File: src/rtl/mips_mdu_pkg.sv
`default_nettype none
// ============================================================================
//  Module      : MIPS_Generic_Definitions (package)
//  Description : Shared MIPS datapath types and constants: operand width,
//                ALU select codes, multiply/divide unit opcodes and the
//                multiply/divide unit sequencer states.
//  Revision    : 1.0 - initial release
// ============================================================================
package MIPS_Generic_Definitions;

    // Architectural operand width.
    localparam int Data_Width     = 32;

    // Multiply/divide unit performs one bit per iteration.
    localparam int MDU_ITERATIONS = Data_Width;

    // ALU function select.
    typedef enum logic [3:0] {
        ALU_ADD  = 4'd0,
        ALU_SUB  = 4'd1,
        ALU_AND  = 4'd2,
        ALU_OR   = 4'd3,
        ALU_XOR  = 4'd4,
        ALU_NOR  = 4'd5,
        ALU_SLT  = 4'd6,
        ALU_SLTU = 4'd7,
        ALU_SLL  = 4'd8,
        ALU_SRL  = 4'd9,
        ALU_SRA  = 4'd10,
        ALU_LUI  = 4'd11
    } alu_sel_t;

    // Multiply/divide unit operation.
    typedef enum logic [2:0] {
        MDU_MULT  = 3'd0,
        MDU_MULTU = 3'd1,
        MDU_DIV   = 3'd2,
        MDU_DIVU  = 3'd3,
        MDU_MTHI  = 3'd4,
        MDU_MTLO  = 3'd5
    } mdu_op_t;

    // Multiply/divide unit sequencer states.
    typedef enum logic [1:0] {
        S_IDLE = 2'd0,
        S_RUN  = 2'd1,
        S_FIX  = 2'd2
    } mdu_state_t;

    // True for the operations that interpret operands as two's complement.
    function automatic logic mdu_is_signed(input mdu_op_t op);
        return (op == MDU_MULT) || (op == MDU_DIV);
    endfunction

endpackage
`default_nettype wire

File: src/rtl/mips_mdu_signfix.sv
`default_nettype none
// ============================================================================
//  Module      : mips_mdu_signfix
//  Description : Conditional two's-complement negate. Used both to take the
//                magnitude of a signed operand and to restore the sign of a
//                result.
//  Revision    : 1.0 - initial release
// ============================================================================
module mips_mdu_signfix
    import MIPS_Generic_Definitions::*;
#(
    parameter int WIDTH = Data_Width
) (
    input  logic [WIDTH-1:0] i_val,
    input  logic             i_neg,
    output logic [WIDTH-1:0] o_val
);

    // Negate when requested, otherwise pass through unchanged.
    always_comb begin
        o_val = i_neg ? (~i_val + WIDTH'(1)) : i_val;
    end

endmodule
`default_nettype wire

File: src/rtl/mips_mdu.sv
`default_nettype none
// ============================================================================
//  Module      : mips_mdu
//  Description : MIPS multiply/divide unit with HI/LO registers. Iterative
//                shift-add multiply and restoring divide on unsigned
//                magnitudes, one bit per clock, followed by a sign-fix cycle.
//                Fixed latency: result written Data_Width+1 edges after the
//                accepting edge.
//                Build option: define MIPS_MDU_DIV_EN to include the divide
//                datapath; otherwise DIV/DIVU complete in one cycle with no
//                effect on HI/LO.
//  Revision    : 1.0 - initial release
// ============================================================================
module mips_mdu
    import MIPS_Generic_Definitions::*;
(
    input  logic                  clk,
    input  logic                  rst_n,
    input  logic                  start,
    input  mdu_op_t               mdu_op,
    input  logic [Data_Width-1:0] data_in1,
    input  logic [Data_Width-1:0] data_in2,
    output logic                  busy,
    output logic                  done,
    output logic                  div_zero,
    output logic [Data_Width-1:0] hi,
    output logic [Data_Width-1:0] lo
);

    localparam int                 c_W     = Data_Width;
    localparam int                 c_CNT_W = $clog2(MDU_ITERATIONS);
    localparam logic [c_CNT_W-1:0] c_LAST  = c_CNT_W'(MDU_ITERATIONS - 1);

    mdu_state_t         r_state;
    mdu_state_t         w_state_nxt;
    logic [c_CNT_W-1:0] r_cnt;
    logic [c_W-1:0]     r_acc_hi;   // partial product high / partial remainder
    logic [c_W-1:0]     r_acc_lo;   // multiplier bits / dividend->quotient bits
    logic [c_W-1:0]     r_opnd;     // multiplicand or divisor magnitude
    logic [c_W-1:0]     r_hi;
    logic [c_W-1:0]     r_lo;
    logic               r_neg_lo;   // negate product / quotient in FIX
    logic               r_skip;     // operation completes without a result write
    logic               r_done;
    logic               r_div_zero;

    logic               w_is_arith;
    logic               w_is_div;
    logic               w_signed;
    logic               w_skip_run;
    logic [c_W-1:0]     w_abs1;
    logic [c_W-1:0]     w_abs2;
    logic [c_W:0]       w_mul_sum;
    logic [c_W-1:0]     w_step_hi;
    logic [c_W-1:0]     w_step_lo;
    logic [2*c_W-1:0]   w_prod_fix;

`ifdef MIPS_MDU_DIV_EN
    logic               r_is_div;
    logic               r_neg_hi;   // remainder takes the dividend's sign
    logic [c_W:0]       w_div_shift;
    logic [c_W-1:0]     w_div_sub;
    logic               w_div_ge;
    logic [c_W-1:0]     w_quo_fix;
    logic [c_W-1:0]     w_rem_fix;
`endif

    assign w_is_arith = (mdu_op == MDU_MULT) || (mdu_op == MDU_MULTU) ||
                        (mdu_op == MDU_DIV)  || (mdu_op == MDU_DIVU);
    assign w_is_div   = (mdu_op == MDU_DIV)  || (mdu_op == MDU_DIVU);
    assign w_signed   = mdu_is_signed(mdu_op);

`ifdef MIPS_MDU_DIV_EN
    // A zero divisor produces no result, so there is nothing to iterate.
    assign w_skip_run = w_is_div && (data_in2 == '0);
`else
    // Without a divider every divide is a one-cycle no-op.
    assign w_skip_run = w_is_div;
`endif

    // Operand magnitudes for the unsigned iterative core.
    mips_mdu_signfix #(.WIDTH(c_W)) u_abs1 (
        .i_val (data_in1),
        .i_neg (w_signed & data_in1[c_W-1]),
        .o_val (w_abs1)
    );

    mips_mdu_signfix #(.WIDTH(c_W)) u_abs2 (
        .i_val (data_in2),
        .i_neg (w_signed & data_in2[c_W-1]),
        .o_val (w_abs2)
    );

    // Sign restoration of the full-width product.
    mips_mdu_signfix #(.WIDTH(2*c_W)) u_prod_fix (
        .i_val ({r_acc_hi, r_acc_lo}),
        .i_neg (r_neg_lo),
        .o_val (w_prod_fix)
    );

`ifdef MIPS_MDU_DIV_EN
    // Sign restoration of quotient and remainder.
    mips_mdu_signfix #(.WIDTH(c_W)) u_quo_fix (
        .i_val (r_acc_lo),
        .i_neg (r_neg_lo),
        .o_val (w_quo_fix)
    );

    mips_mdu_signfix #(.WIDTH(c_W)) u_rem_fix (
        .i_val (r_acc_hi),
        .i_neg (r_neg_hi),
        .o_val (w_rem_fix)
    );
`endif

    // One iteration of shift-add multiply or restoring divide.
    always_comb begin
        w_mul_sum = {1'b0, r_acc_hi} + (r_acc_lo[0] ? {1'b0, r_opnd} : '0);
        w_step_hi = w_mul_sum[c_W:1];
        w_step_lo = {w_mul_sum[0], r_acc_lo[c_W-1:1]};
`ifdef MIPS_MDU_DIV_EN
        w_div_shift = {r_acc_hi, r_acc_lo[c_W-1]};
        w_div_ge    = (w_div_shift >= {1'b0, r_opnd});
        // Modulo-width subtract is exact whenever the trial succeeds.
        w_div_sub   = w_div_shift[c_W-1:0] - r_opnd;
        if (r_is_div) begin
            w_step_hi = w_div_ge ? w_div_sub : w_div_shift[c_W-1:0];
            w_step_lo = {r_acc_lo[c_W-2:0], w_div_ge};
        end
`endif
    end

    // Sequencer state register.
    always_ff @(posedge clk or negedge rst_n) begin
        if (!rst_n) begin
            r_state <= S_IDLE;
        end else begin
            r_state <= w_state_nxt;
        end
    end

    // Sequencer next state: start is only looked at in IDLE.
    always_comb begin
        w_state_nxt = r_state;
        case (r_state)
            S_IDLE: begin
                if (start && w_is_arith) begin
                    w_state_nxt = w_skip_run ? S_FIX : S_RUN;
                end
            end
            S_RUN: begin
                if (r_cnt == c_LAST) begin
                    w_state_nxt = S_FIX;
                end
            end
            S_FIX:   w_state_nxt = S_IDLE;
            default: w_state_nxt = S_IDLE;
        endcase
    end

    // Operand capture, iteration, result write-back and status flags.
    always_ff @(posedge clk or negedge rst_n) begin
        if (!rst_n) begin
            r_cnt      <= '0;
            r_acc_hi   <= '0;
            r_acc_lo   <= '0;
            r_opnd     <= '0;
            r_hi       <= '0;
            r_lo       <= '0;
            r_neg_lo   <= 1'b0;
            r_skip     <= 1'b0;
            r_done     <= 1'b0;
            r_div_zero <= 1'b0;
`ifdef MIPS_MDU_DIV_EN
            r_is_div   <= 1'b0;
            r_neg_hi   <= 1'b0;
`endif
        end else begin
            r_done <= 1'b0;
            case (r_state)
                S_IDLE: begin
                    if (start) begin
                        case (mdu_op)
                            MDU_MTHI: begin
                                r_div_zero <= 1'b0;
                                r_hi       <= data_in1;
                            end
                            MDU_MTLO: begin
                                r_div_zero <= 1'b0;
                                r_lo       <= data_in1;
                            end
                            MDU_MULT, MDU_MULTU, MDU_DIV, MDU_DIVU: begin
                                r_div_zero <= 1'b0;
                                r_cnt      <= '0;
                                r_skip     <= w_skip_run;
                                r_acc_hi   <= '0;
                                r_acc_lo   <= w_abs1;
                                r_opnd     <= w_abs2;
                                r_neg_lo   <= w_signed & (data_in1[c_W-1] ^ data_in2[c_W-1]);
`ifdef MIPS_MDU_DIV_EN
                                r_is_div   <= w_is_div;
                                r_neg_hi   <= w_signed & data_in1[c_W-1];
`endif
                            end
                            default: ;
                        endcase
                    end
                end
                S_RUN: begin
                    r_cnt    <= r_cnt + c_CNT_W'(1);
                    r_acc_hi <= w_step_hi;
                    r_acc_lo <= w_step_lo;
                end
                S_FIX: begin
                    r_done <= 1'b1;
`ifdef MIPS_MDU_DIV_EN
                    if (r_skip) begin
                        r_div_zero <= 1'b1;
                    end else if (r_is_div) begin
                        r_hi <= w_rem_fix;
                        r_lo <= w_quo_fix;
                    end else begin
                        r_hi <= w_prod_fix[2*c_W-1:c_W];
                        r_lo <= w_prod_fix[c_W-1:0];
                    end
`else
                    if (!r_skip) begin
                        r_hi <= w_prod_fix[2*c_W-1:c_W];
                        r_lo <= w_prod_fix[c_W-1:0];
                    end
`endif
                end
                default: ;
            endcase
        end
    end

    assign busy     = (r_state != S_IDLE);
    assign done     = r_done;
    assign div_zero = r_div_zero;
    assign hi       = r_hi;
    assign lo       = r_lo;

endmodule
`default_nettype wire
File: config.mk
export PLATFORM = sky130hd
export DESIGN_NAME = mips_mdu
export DESIGN_NICKNAME = d
export VERILOG_FILES = /design/src/rtl/mips_mdu_pkg.sv /design/src/rtl/mips_mdu_signfix.sv /design/src/rtl/mips_mdu.sv
export SDC_FILE = /design/constraint.sdc
export NUM_CORES = 1
export LEC_CHECK = 0
export CORE_MARGIN = 2
export CORE_UTILIZATION = 60
export DETAILED_ROUTE_END_ITERATION = 8
export MAX_ROUTING_LAYER = met4
export PLACE_DENSITY = 0.85
export SYNTH_ARGS = -nofsm -noshare
export SYNTH_HDL_FRONTEND = slang
export SYNTH_SLANG_ARGS = --single-unit
File: constraint.sdc
create_clock -name clk -period 6.95 [get_ports clk]
set_clock_uncertainty 0.15 [all_clocks]
set_input_delay 0.695 -clock clk [delete_from_list [all_inputs] [get_ports clk]]
set_output_delay 0.695 -clock clk [all_outputs]
set_load 0.005 [all_outputs]
==> run_results.csv <==
group,metric,value,unit
synth,syn_avg_cell_area,8.34,um2
routing,wire_per_inst,20.2,um
clock_network,clockBufferDepth,2,
routing,drtAntennaViolNets,0,
routing,num_vias,11200,
routing,first_pass_iters,6,
setup_path,cp-start-kind,"register",
clock_network,cts_setup_buffers,0,
synth,synth_fp_nets,1479,
clock_network,clk_pin_slew,0.07,ns
timing,fmax,0.240,GHz
floorplanning,core,0.0187,mm2
run_status,status,"finished, final reports clean",
power,total_power,5520,uW
synth,synthDistinctLibCells,65,
synth,yosysSeqAreaShare,0.372,
clock_network,cts.sink_count,170,
global_routing,grt_pass1_vias,10300,
synth,synth_warnings,0,
placed_design,dp_hpwl,24700,um
routing,initialDrtViolationCount,1221,
finish,area_growth_syn_to_layout,17.3,%
global_routing,antenna_found_initial,0,
global_routing,grt_start_max_net_pins,105,
finish,multi_input_area,0.00683,mm2
finish,final_nets,1563,
routing,vias_per_cell,6.56,
timing,drv_slew,0,
timing,finalWorstSetupSlack,2.78,ns
synth,synth_ff_type,"dfrtp_1",
setup_path,critPathArrivalTime,4.37,ns
synth,synth_area_leader_cell,"dfrtp_1",
setup_path,worst-setup-path-type,"reg -> reg",
synth,synth.area.top_cells,"dfrtp_1, o21ai_0, xnor2_1",
global_routing,grt_pass1_wl,54800,um
timing,tightest_slew,1.14,ns
timing,min_period,4.17,ns
finish,drive_gt1_frac,0.0429,
placed_design,place_ws,2.85,ns
job,drv_cap,0,
timing,hold_violations,0,
synth,ys_seq_elements,170,
global_routing,grt_use_total,0.354,
clock_network,root_buffer,"clkbuf_16",
clock_network,htreeDepth,4,
finish,n_antenna_cell,0,
finish,fillers,1469,
placed_design,placement.io_buffers,135,
clock_network,cts_buffers,17,
finish,layout_commonest_cell,"dfrtp_1",
synth,async_reset_ff_frac,1.00,
finish,most-common-layout-cells,"dfrtp_1, nand2_1, o21ai_0, clkdlybuf4s50_1, nor2_1",
floorplanning,io_pins,137,
timing,fin_setup_tns,0,ns
synth,syn_area,0.0114,mm2
clock_network,clock_latency,0.44,ns
setup_path,required,7.16,ns
timing,finalCritPeriodShare,0.600,
timing,rsz0062_at_grt,"false",
routing,drc_errors,0,
floorplanning,die_y,142,um
worst_hold_path,min_path_type,"in -> async",
power,peakVddDrop,0.000277,V
power,powerDensity,411,mW/mm2
timing,setup_viol,0,
floorplanning,initial_utilization,0.611,
setup_path,cp_max_fo,37,
clock_network,hold_buffers,0,
synth,synthDominantCellAreaShare,0.372,
placed_design,place_congestion,1.01,
synth,synthCells,1371,
floorplanning,rows,50,
synth,synth_edf_count,0,
routing,routed_wl,34400,um
floorplanning,die_w,142,um
global_routing,overflow,0,
setup_path,end_kind,"register",
floorplanning,die_area,0.0202,mm2
power,cellLeakagePower,0.00555,uW
timing,relSlewSlack,0.239,
clock_network,cts_tree,"built",
clock_network,cts_resized,0,
finish,seqCellArea,0.00425,mm2
layer usage:
metal	vias to the layer above	routed length, um	track usage
li1	5093	-	-
met5	-	0	-
met3	105	3130	0.0498
met2	648	15300	0.524
met1	5311	14700	0.495
met4	0	1310	0.139
synth_stat cells, types with 13 or more instances:
cell type,instances
o31ai_1,60
a21oi_1,64
nor3_1,26
and2_1,36
or3_1,13
xnor2_1,74
o21ai_0,145
nand2b_1,16
ha_1,37
nor4_1,14
o41ai_1,16
dfrtp_1,170
nand3_1,58
a22oi_1,25
a21o_1,26
a211oi_1,15
clkbuf_1,66
or4_1,15
nand2_1,165
xor2_1,69
inv_1,17
nor2_1,125
registers in the layout, summed over array words and instances (netlist names):
signal / count
hi: 32
lo: 32
r_acc_hi: 32
r_acc_lo: 32
r_opnd: 32
r_cnt: 5
r_state: 2
done: 1
r_neg_lo: 1
r_skip: 1
power by group:
group	internal (uW)	switching, uW
logic	1210	1380
registers	1460	548
clock network	495	422
logic make-up after synthesis:
family                     synth area share
muxes                               0.00175
AOI/OAI and AO/OA                     0.217
DFF                                   0.372
other                              0.000328
xor gates and xnor gates              0.110
buffers and inverters                0.0324
adders and majority gates            0.0423
and+or+nand+nor                       0.224
worst paths after layout:
kind,start,endpoint,slack [ns],depth (start not counted)
setup reg to reg,r_acc_lo[0]$_DFFE_PN0P_,r_acc_hi[31]$_DFFE_PN0P_,2.78,13
max in group asynchronous,rst_n,r_acc_hi[23]$_DFFE_PN0P_,4.90,2
setup / recovery,r_acc_lo[0]$_DFFE_PN0P_,r_acc_hi[31]$_DFFE_PN0P_,2.78,13
hold / removal,rst_n,r_acc_hi[15]$_DFFE_PN0P_,0.23,1
hold reg to reg,r_opnd[23]$_DFFE_PN0P_,r_opnd[23]$_DFFE_PN0P_,0.32,2
min in group clk,r_opnd[23]$_DFFE_PN0P_,r_opnd[23]$_DFFE_PN0P_,0.32,2
layout make-up:
class,instances,area share
Tap cell,234,0.0218
Sequential cell,170,0.317
Timing Repair Buffer,143,0.105
Multi-Input combinational cell,1105,0.509
Clock buffer,18,0.0320
Clock inverter,14,0.00914
Inverter,18,0.00504
metrics by stage:
| step | hold WS [ns] | std cells | cell area, um2 | utilization |
|---|---|---|---|---|
| 3_5_place_dp | 0.309 | 1670 | 12900 | 0.687 |
| 3_3_place_gp | 0.301 | 1670 | 12900 | 0.687 |
| 4_1_cts | 0.290 | 1702 | 13400 | 0.717 |
| 6_report | 0.229 | 1702 | 13400 | 0.717 |
| 5_1_grt | 0.339 | 1702 | 13400 | 0.717 |
| 2_1_floorplan | 0.249 | 1371 | 11400 | - |
critical path, cell delays in order (launching register included):
cell	delay, ns
dfrtp_1	1.03
and2_1	0.24
ha_1	0.16
inv_1	0.05
fa_1	0.40
nor2b_1	0.18
o211ai_1	0.14
a21oi_1	0.15
o21ai_0	0.22
o21ai_0	0.42
a221o_1	0.23
a21oi_1	0.10
or4_1	0.47
a31oi_1	0.13
Power figures use the tool's default switching activity.
